### src/rtl/bm_cg_eval.sv
// Box-Muller cos/sin evaluator: reads the cos/slope ROM and returns folded, interpolated samples.
// Ports: clock, reset (async, active-high), in_valid/in_ready/in_phase (phase request),
//        rom_addr/rom_rdata (registered ROM port), out_valid/out_ready/cos_out/sin_out (result).
module bm_cg_eval #(
    parameter int PHASE_W = 16
) (
    input  logic                clock,
    input  logic                reset,
    input  logic                in_valid,
    output logic                in_ready,
    input  logic [PHASE_W-1:0]  in_phase,
    output logic [6:0]          rom_addr,
    input  logic [30:0]         rom_rdata,
    output logic                out_valid,
    input  logic                out_ready,
    output logic signed [19:0]  cos_out,
    output logic signed [19:0]  sin_out
);

    localparam int FRAC_W = PHASE_W - 9;
    localparam int FW1    = (FRAC_W > 0) ? FRAC_W : 1;
    localparam int PW     = 12 + FW1;
    localparam int UW     = PHASE_W - 1;

    // Quarter turn as a phase word and as a folded-magnitude word
    localparam logic [PHASE_W-1:0] QTR = {2'b01, {(PHASE_W-2){1'b0}}};
    localparam logic [UW-1:0]      HU  = {1'b1, {(PHASE_W-2){1'b0}}};

    typedef enum logic [2:0] {
        S_IDLE,
        S_A,
        S_B,
        S_C,
        S_OUT
    } state_t;

    state_t               r_state;
    logic [PHASE_W-1:0]   r_phase;
    logic [6:0]           r_addr;
    logic                 r_valid;
    logic signed [19:0]   r_cos;
    logic signed [19:0]   r_sin;

    logic [PHASE_W-1:0]   w_ph;
    logic [1:0]           w_q;
    logic [PHASE_W-3:0]   w_r;
    logic [UW-1:0]        w_u;
    logic                 w_neg;
    logic                 w_zero;
    logic [6:0]           w_idx;
    logic [6:0]           w_addr;
    logic [FW1-1:0]       w_fr;
    logic [18:0]          w_c;
    logic [11:0]          w_s;
    logic [PW-1:0]        w_prod;
    logic [18:0]          w_corr;
    logic [18:0]          w_mag;
    logic [19:0]          w_mag20;
    logic [19:0]          w_res;

    // One fold unit shared by all states: the cos lookup uses the phase,
    // the sin lookup uses the phase a quarter turn back.
    always_comb begin
        w_ph = r_phase - QTR;
        unique case (r_state)
            S_IDLE:  w_ph = in_phase;
            S_B:     w_ph = r_phase;
            default: w_ph = r_phase - QTR;
        endcase
    end

    assign w_q    = w_ph[PHASE_W-1 -: 2];
    assign w_r    = w_ph[PHASE_W-3:0];
    assign w_neg  = w_q[1] ^ w_q[0];
    assign w_u    = w_q[0] ? (HU - {1'b0, w_r}) : {1'b0, w_r};
    // u can only reach H on an odd quadrant with r = 0
    assign w_zero = w_u[UW-1];
    assign w_idx  = w_u[PHASE_W-3:FRAC_W];
    assign w_addr = w_zero ? 7'd127 : w_idx;

    generate
        if (FRAC_W > 0) begin : g_fr
            assign w_fr = w_u[FW1-1:0];
        end else begin : g_nofr
            assign w_fr = '0;
        end
    endgenerate

    assign w_c     = rom_rdata[30:12];
    assign w_s     = rom_rdata[11:0];
    assign w_prod  = PW'(w_s) * PW'(w_fr);
    assign w_corr  = 19'(w_prod >> FRAC_W);
    assign w_mag   = w_zero ? 19'd0 : (w_c - w_corr);
    assign w_mag20 = {1'b0, w_mag};
    assign w_res   = w_neg ? (20'd0 - w_mag20) : w_mag20;

    always_ff @(posedge clock or posedge reset) begin
        if (reset) begin
            r_state <= S_IDLE;
            r_phase <= '0;
            r_addr  <= '0;
            r_valid <= 1'b0;
            r_cos   <= '0;
            r_sin   <= '0;
        end else begin
            unique case (r_state)
                S_IDLE: begin
                    if (in_valid) begin
                        r_phase <= in_phase;
                        r_addr  <= w_addr;
                        r_state <= S_A;
                    end
                end
                S_A: begin
                    r_addr  <= w_addr;
                    r_state <= S_B;
                end
                S_B: begin
                    r_cos   <= w_res;
                    r_state <= S_C;
                end
                S_C: begin
                    r_sin   <= w_res;
                    r_valid <= 1'b1;
                    r_state <= S_OUT;
                end
                S_OUT: begin
                    if (out_ready) begin
                        r_valid <= 1'b0;
                        r_state <= S_IDLE;
                    end
                end
                default: r_state <= S_IDLE;
            endcase
        end
    end

    assign in_ready  = (r_state == S_IDLE);
    assign rom_addr  = r_addr;
    assign out_valid = r_valid;
    assign cos_out   = r_cos;
    assign sin_out   = r_sin;

endmodule

### config.mk
export PLATFORM = sky130hd
export DESIGN_NAME = bm_cg_eval
export DESIGN_NICKNAME = d
export VERILOG_FILES = /design/src/rtl/bm_cg_eval.sv
export SDC_FILE = /design/constraint.sdc
export NUM_CORES = 1
export LEC_CHECK = 0
export CORE_MARGIN = 3
export CORE_UTILIZATION = 31
export CTS_BUF_LIST = sky130_fd_sc_hd__clkbuf_8
export CTS_CLUSTER_SIZE = 25
export DETAILED_ROUTE_END_ITERATION = 12
export GPL_ROUTABILITY_DRIVEN = 0
export SETUP_SLACK_MARGIN = 0.5
export SYNTH_ARGS = -nofsm -noshare
export SYNTH_HDL_FRONTEND = slang
export SYNTH_SLANG_ARGS = --single-unit
### constraint.sdc
create_clock -name clock -period 8.85 [get_ports clock]
set_input_delay 1.3275 -clock clock [delete_from_list [all_inputs] [get_ports clock]]
set_output_delay 1.3275 -clock clock [all_outputs]
set_load 0.005 [all_outputs]
==> metrics.md, run 1 <==
| Metric | Value |
|---|---|
| Port Buf Inserts | 99 |
| Vias in the first global route | ~6,900 |
| Post-synthesis cell count | approximately 830 |
| I/O pin count | 100 |
| Yosys reg bits | 67 |
| H-tree depth | 3 |
| EDFF count, synth | 0 |
| Worst setup margin | -25.9 ps |
| CP Capture Type | flip-flop |
| Maxcap violations | 0 |
| Wire per inst | ~15 microns |
| Period utilization | 100% |
| Initial antenna violation count | 0 |
| GRT Max-Usage Layer | met2 |
| Initial DRC Count | around 250 |
| Synthesis warning total | 0 |
| Mapped Nets | between 900 and 1,000 |
| Final Util | between 40% and 50% |
| Final setup fails | 3 |
| Root Buffer | clkbuf_8 |
| Top FF cell, synth | dfrtp_1 |
| Total CTS buffers | 9 |
| Row cnt | 55 |
| HPWL after DPL | 15,700 microns |
| Final hold vios | 0 |
| Via Count | slightly below 7,000 |
| Seq/Total Area, Yosys | 23.3% |
| Vias per cell | 4.95 |
| CTS Hold Buffers Added | 0 |
| Commonest non-fill, non-tap cell in the layout | buf_4 |
| Crit Path Category | input pin to flip-flop |
| Worst skew pair latency | around 350 ps |
| Clock transition at path regs | 70 ps |
| Global-route wire length before repair | between 30,000 and 40,000 microns |
| GR Util met2 | 26.9% |
| Syn Std Cell Area | about 0.007 sq mm |
| FMAX | 113 MHz |
| CTS tree | yes |
| Hold Path Class | flip-flop to flip-flop |
| FFs w/ async S/R, synth | 100% |
| Slowest-stage cell, CP | or4b_4 |
| P&R area growth vs syn | 47.4% |
| Final nets | between 1,000 and 1,500 |
| Met1 usage | ~22% |
| Antenna Cells | 0 |
| Die area | roughly 0.025 sq mm |
| RSZ-0062 raised after global routing | true |
| Tot GR Track Use | between 10% and 20% |
| Core area | 0.0227 sq mm |
| Largest net degree at the start of global routing | between 60 and 70 |
| Layout cells sized above 1 | 29.8% |
| Outcome | complete, but fails checks |
| DIE HEIGHT | 158 microns |
| Total global routing overflow | 0 |
| Routed Antenna Nets | 0 |
| Worst Path Max Fanout | 7 |
| Top cells by area, synth | dfrtp_1, fa_1, ha_1 |
| DR DRC count | 0 |
| Clock skew | 6.34 ps |
| Critical path arrival | between 9000 and 10,000 ps |
| Worst-margin pin slew | between 800 and 900 ps |
| Slew Limit Headroom | between 40% and 50% |
| Initial core utilization | a little under a third |
| Crit path required time | between 9000 and 10,000 ps |
| Final Max Slew Viols | 0 |
| CTS max path bufs | 2 |
| M3 GR Usage | about 1.7% |
| Hold slack final | between 400 and 500 ps |
| Total routed wirelength | about 20,000 microns |
| Syn_area_per_cell | between 8 and 9 sq um |
| CTS Sinks | 67 |
| DRT Pass-1 Iters | 4 |
| Startpoint Class | input pin |
| Failing checks | negative setup slack |
| Yosys top cell area share | approximately a quarter |
| Setup TNS | -45.7 ps |
| Min Clock Period, post-route | slightly below 9000 ps |
| Most frequent cells in the layout | buf_4, nand2_1, clkdlybuf4s50_1 |
| DIE WIDTH | between 150 and 200 microns |
| Critical Path Max Stage Delay | ~600 ps |
| Area leader, netlist | dfrtp_1 |
| Netlist cell types | between 70 and 80 |
-- path summary, 6_finish.rpt --
path	end	slack (ps)	start	cells after the start
worst min register to register	sin_out[8]	480	sin_out[8]	2
worst min-delay path	sin_out[8]	480	sin_out[8]	2
min in group asynchronous	rom_addr[4]	1560	reset	3
worst max register to register	sin_out[12]	60	r_state[0]	36
max in group asynchronous	cos_out[12]	6730	reset	3
worst max-delay path	sin_out[12]	-30	in_phase[0]	35
-- routing by layer --
layer / routed length [microns] / part of all wire, %
met4: 276 / 1.4
met3: 587 / 2.9
met2: 9570 / 48
met5: 0 / 0
met1: 9620 / 48
-- state kept, by name, indices dropped and copies added (netlist names) --
register	flops
cos_out	20
sin_out	20
r_phase	16
rom_addr	7
r_state	3
out_valid	1
-- cell type report --
| cell class | count | area [sq um] |
|---|---|---|
| Clock inverter | 7 | 45.0 |
| Multi-Input combinational cell | 665 | 5790 |
| Inverter | 70 | 265 |
| Tap cell | 285 | 357 |
| Timing Repair Buffer | 271 | 2350 |
| Clock buffer | 9 | 124 |
| Sequential cell | 67 | 1680 |
| Fill cell | 2206 | 12100 |
-- critical path: cells and delay by family --
family                   cells  cell delay (ps)
buffers and inverters        8              650
XOR/XNOR                     1              160
AO/OA/AOI/OAI                7             1010
multiplexers                 2              410
adder cells (fa/ha/maj)      7             2790
AND/OR/NAND/NOR             10             2810
-- synthesized netlist by cell type (3+ instances only) --
cell / instances
o211ai_1: 6
nand2b_1: 11
and3_1: 6
nor3b_1: 4
buf_1: 3
a211oi_1: 7
nor3_1: 21
nand4_1: 5
o2111ai_1: 3
o31ai_1: 10
a31oi_1: 9
o21ai_0: 52
mux2_2: 25
xnor2_1: 21
nor4_1: 3
o31a_1: 3
dfrtp_1: 67
o21bai_1: 3
clkbuf_1: 22
nand3b_1: 4
o21a_1: 7
xor2_1: 18
nand3_1: 8
mux2i_1: 21
a21oi_1: 30
o22ai_1: 4
o21ai_1: 4
nor2_1: 57
or3_1: 10
fa_1: 49
or4_1: 7
and2_1: 49
nor2b_1: 5
or2_2: 5
buf_2: 3
nand2_1: 104
inv_1: 69
a21o_1: 8
ha_1: 49
-- repair_timing --
action / 4_1_cts / 5_1_grt
gates resized for setup: 93 / 57
pin swaps: 73 / 34
cloned: 0 / 0
setup endpoints to repair: 32 / 30
setup buffers: 22 / 7
-- stage by stage --
step	setup slack, ps	cell area (sq um)	std cells
after floorplan	-251	7320	831
after global placement	-894	9610	1329
after detailed placement	-1000	9610	1329
after CTS	-108	10300	1367
after global routing	-334	10600	1374
final	-25.9	10600	1374
-- cells by family (layout without fill, tap and decap cells) --
kind of cell | after synthesis | count (layout) | synth area share [%]
AO/OA/AOI/OAI | 170 | 170 | 15.7
XOR/XNOR | 39 | 39 | 4.75
adder cells (fa/ha/maj) | 98 | 98 | 22.2
buffers and inverters | 99 | 357 | 5.27
flip-flops | 67 | 67 | 23.3
multiplexers | 47 | 47 | 6.99
AND/OR/NAND/NOR | 311 | 311 | 21.9
Power of run 1 is left out: the tool's default activity adds up to more than one toggle a clock period on the data nets, which glitch-free logic cannot reach.
==> inputs of run 2 (changes only) <==
- SLEW_MARGIN: not set -> 20
==> results of run 2 <==
No change in the layout: final DEF, timing and power equal those of run 1.
Power of run 2 is left out for the same reason.
==> inputs of run 3 (changes only) <==
- HOLD_SLACK_MARGIN: not set -> 0.1
- PLACE_DENSITY: not set -> 0.52
- SLEW_MARGIN: 20 -> 40
==> run 3 against run 2 <==
Compared with the run above: the flow still finishes with violations (negative setup slack); largest cell class unchanged; die area unchanged; sequential share of layout area about the same; highest routed layer unchanged; core utilization about the same; register-to-register slack worse by 80 ps; cell count rose by 0.58%; worst hold slack worse by 1.4 ps; count of clock-buffer cells in the layout is the same.
==> metrics.md, run 3 (synthesized netlist as in run 1, its figures left out) <==
| Metric | Value |
|---|---|
| Final Max Slew Viols | 0 (unchanged) |
| CTS max path bufs | 2 (unchanged) |
| Die area | 0.0251 sq mm (unchanged) |
| Final hold vios | 0 (unchanged) |
| Fill count | 2,233 (+1.2%) |
| CP Capture Type | flip-flop |
| Failing checks | negative setup slack |
| RR Endpoint | cos_out[16] |
| DIE HEIGHT | 158 microns (unchanged) |
| Worst-margin pin slew | 811 ps (-51.4 ps) |
| Layout cells sized above 1 | 30.3% (+0.51 points) |
| CTS Hold Buffers Added | 0 (unchanged) |
| Initial DRC Count | 184 (-28%) |
| Reg2reg start | r_state[0] |
| Clock skew | 16.6 ps (+10.3 ps) |
| Initial antenna violation count | 0 (unchanged) |
| Maxcap violations | 0 (unchanged) |
| I/O pin count | 100 (unchanged) |
| Area of the multi-input gates | 0.00574 sq mm (-0.80%) |
| Critical Path Max Stage Delay | 600 ps (about the same) |
| Clock transition at path regs | 80 ps (about the same) |
| Slowest-stage cell, CP | or4b_4 |
| Row cnt | 55 (unchanged) |
| Core area | 0.0227 sq mm (unchanged) |
| DRT Pass-1 Iters | 4 (unchanged) |
| Startpoint Class | input pin |
| Most frequent cells in the layout | buf_4, nand2_1, clkdlybuf4s50_1 |
| Initial core utilization | 31.7% (unchanged) |
| DIE WIDTH | 158 microns (unchanged) |
| Reg2Reg Setup Slack | -20 ps (-80 ps) |
| Crit path top cell by count | fa_1 |
| Total CTS buffers | 9 (unchanged) |
| Vias per cell | 4.79 (-3.3%) |
| Hold Path Class | flip-flop to flip-flop |
| Outcome | complete, but fails checks |
| Worst skew pair latency | 350 ps (about the same) |
| Worst setup margin | -86.2 ps (-60.3 ps) |
| Commonest non-fill, non-tap cell in the layout | buf_4 |
| Critical path arrival | 9160 ps (about the same) |
| Largest net degree at the start of global routing | 68 (unchanged) |
| Antenna Cells | 0 (unchanged) |
| CTS tree | yes |
| Root Buffer | clkbuf_8 |
| Hold endpoint | cos_out[5] |
| Vias in the first global route | 6,550 (-4.5%) |
| Final nets | 1,241 (+0.65%) |
| Crit Path Category | input pin to flip-flop |
| Worst Reg-to-Reg Cells | 35 (-2.8%) |
| Wire per inst | 14.4 microns (-1.3%) |
| Via Count | 6,617 (-2.8%) |
| Min Clock Period, post-route | 8940 ps (+60.3 ps) |
| P&R area growth vs syn | 47.5% (about the same) |
| Routed Antenna Nets | 0 (unchanged) |
| RSZ-0062 raised after global routing | true |
| DP Worst Slack | -988 ps (+14.3 ps) |
| Crit path required time | 9070 ps (-60 ps) |
| Total global routing overflow | 0 (unchanged) |
| Port Buf Inserts | 99 (unchanged) |
| Reg area | 0.00168 sq mm (unchanged) |
| HPWL after DPL | 15,900 microns (+1.2%) |
| Global-route wire length before repair | 32,400 microns (-1.3%) |
| Worst Path Max Fanout | 4 (-3) |
| CTS Sinks | 67 (unchanged) |
| Total routed wirelength | 19,900 microns (-0.71%) |
| Hold path cells | 2 (unchanged) |
| Slew Limit Headroom | 45.9% (+3.4 points) |
| Period utilization | 101% (+0.68 points) |
| H-tree depth | 3 (unchanged) |
| FMAX | 112 MHz (-0.67%) |
| Hold slack final | 481 ps (-1.44 ps) |
| Hold_sp | cos_out[5] |
| Tot GR Track Use | 15.8% (-0.13 points) |
| DR DRC count | 0 (unchanged) |
| Final setup fails | 9 (+6) |
==> run 3: changes by cell type in the layout (fill, tap and decap cells not counted), sizes merged <==
cell      before  now
buf          173  181
clkinv         2    6
clkinvlp       3    1
inv           72   70
==> run 3: worst max-delay path, delay by kind of cell <==
family | cells | cell delay (ps)
fa+ha+maj | 7 | 2680
simple gates | 11 | 2320
compound gates | 8 | 1640
mux | 2 | 540
buf+inv | 5 | 490
xor+xnor | 1 | 160
==> run 3: timing repair <==
item	4_1_cts	5_1_grt
gates resized for setup	68	70
endpoints found under the setup margin	29	32
setup buffers	19	10
pin swaps	52	76
==> run 3: per-stage QoR <==
step / instance area, sq um / util [%] / TNS [ps] / cells
6_report: 10600 / 46.7 / -488 / 1382
5_1_grt: 10600 / 46.7 / -4910 / 1382
4_1_cts: 10200 / 45.1 / -895 / 1372
3_5_place_dp: 9670 / 42.6 / -18600 / 1337
3_3_place_gp: 9670 / 42.6 / -15060 / 1337
2_1_floorplan: 7320 / - / -1590 / 831
==> run 3: cell type report <==
class | count | share of cell area, %
Sequential cell | 67 | 15.8
Multi-Input combinational cell | 665 | 54.1
Clock buffer | 9 | 1.17
Timing Repair Buffer | 279 | 22.7
Clock inverter | 7 | 0.424
Tap cell | 285 | 3.36
Inverter | 70 | 2.50
==> run 3: worst max path at each step <==
stage                      from          end  slack, ps  depth (start not counted)
detailed placement  in_phase[0]  cos_out[12]       -990                         33
global route        in_phase[0]  cos_out[16]       -350                         33
CTS                 in_phase[0]  cos_out[16]       -180                         34
global placement    in_phase[0]  sin_out[12]       -830                         32
finish              in_phase[0]  cos_out[16]        -90                         34
floorplan           in_phase[0]  cos_out[12]       -250                         35
==> run 3: layer usage <==
| metal | part of all wire [%] | routed length [microns] | up-vias | GRT usage (%) |
|---|---|---|---|---|
| met1 | 49 | 9780 | 3120 | 22.5 |
| met3 | 2.8 | 550 | 14 | 1.85 |
| met4 | 1.1 | 229 | 0 | 3.40 |
| li1 | - | - | 3387 | - |
| met2 | 47 | 9350 | 96 | 26.0 |
| met5 | 0 | 0 | - | 0 |
Power of run 3 is left out for the same reason.
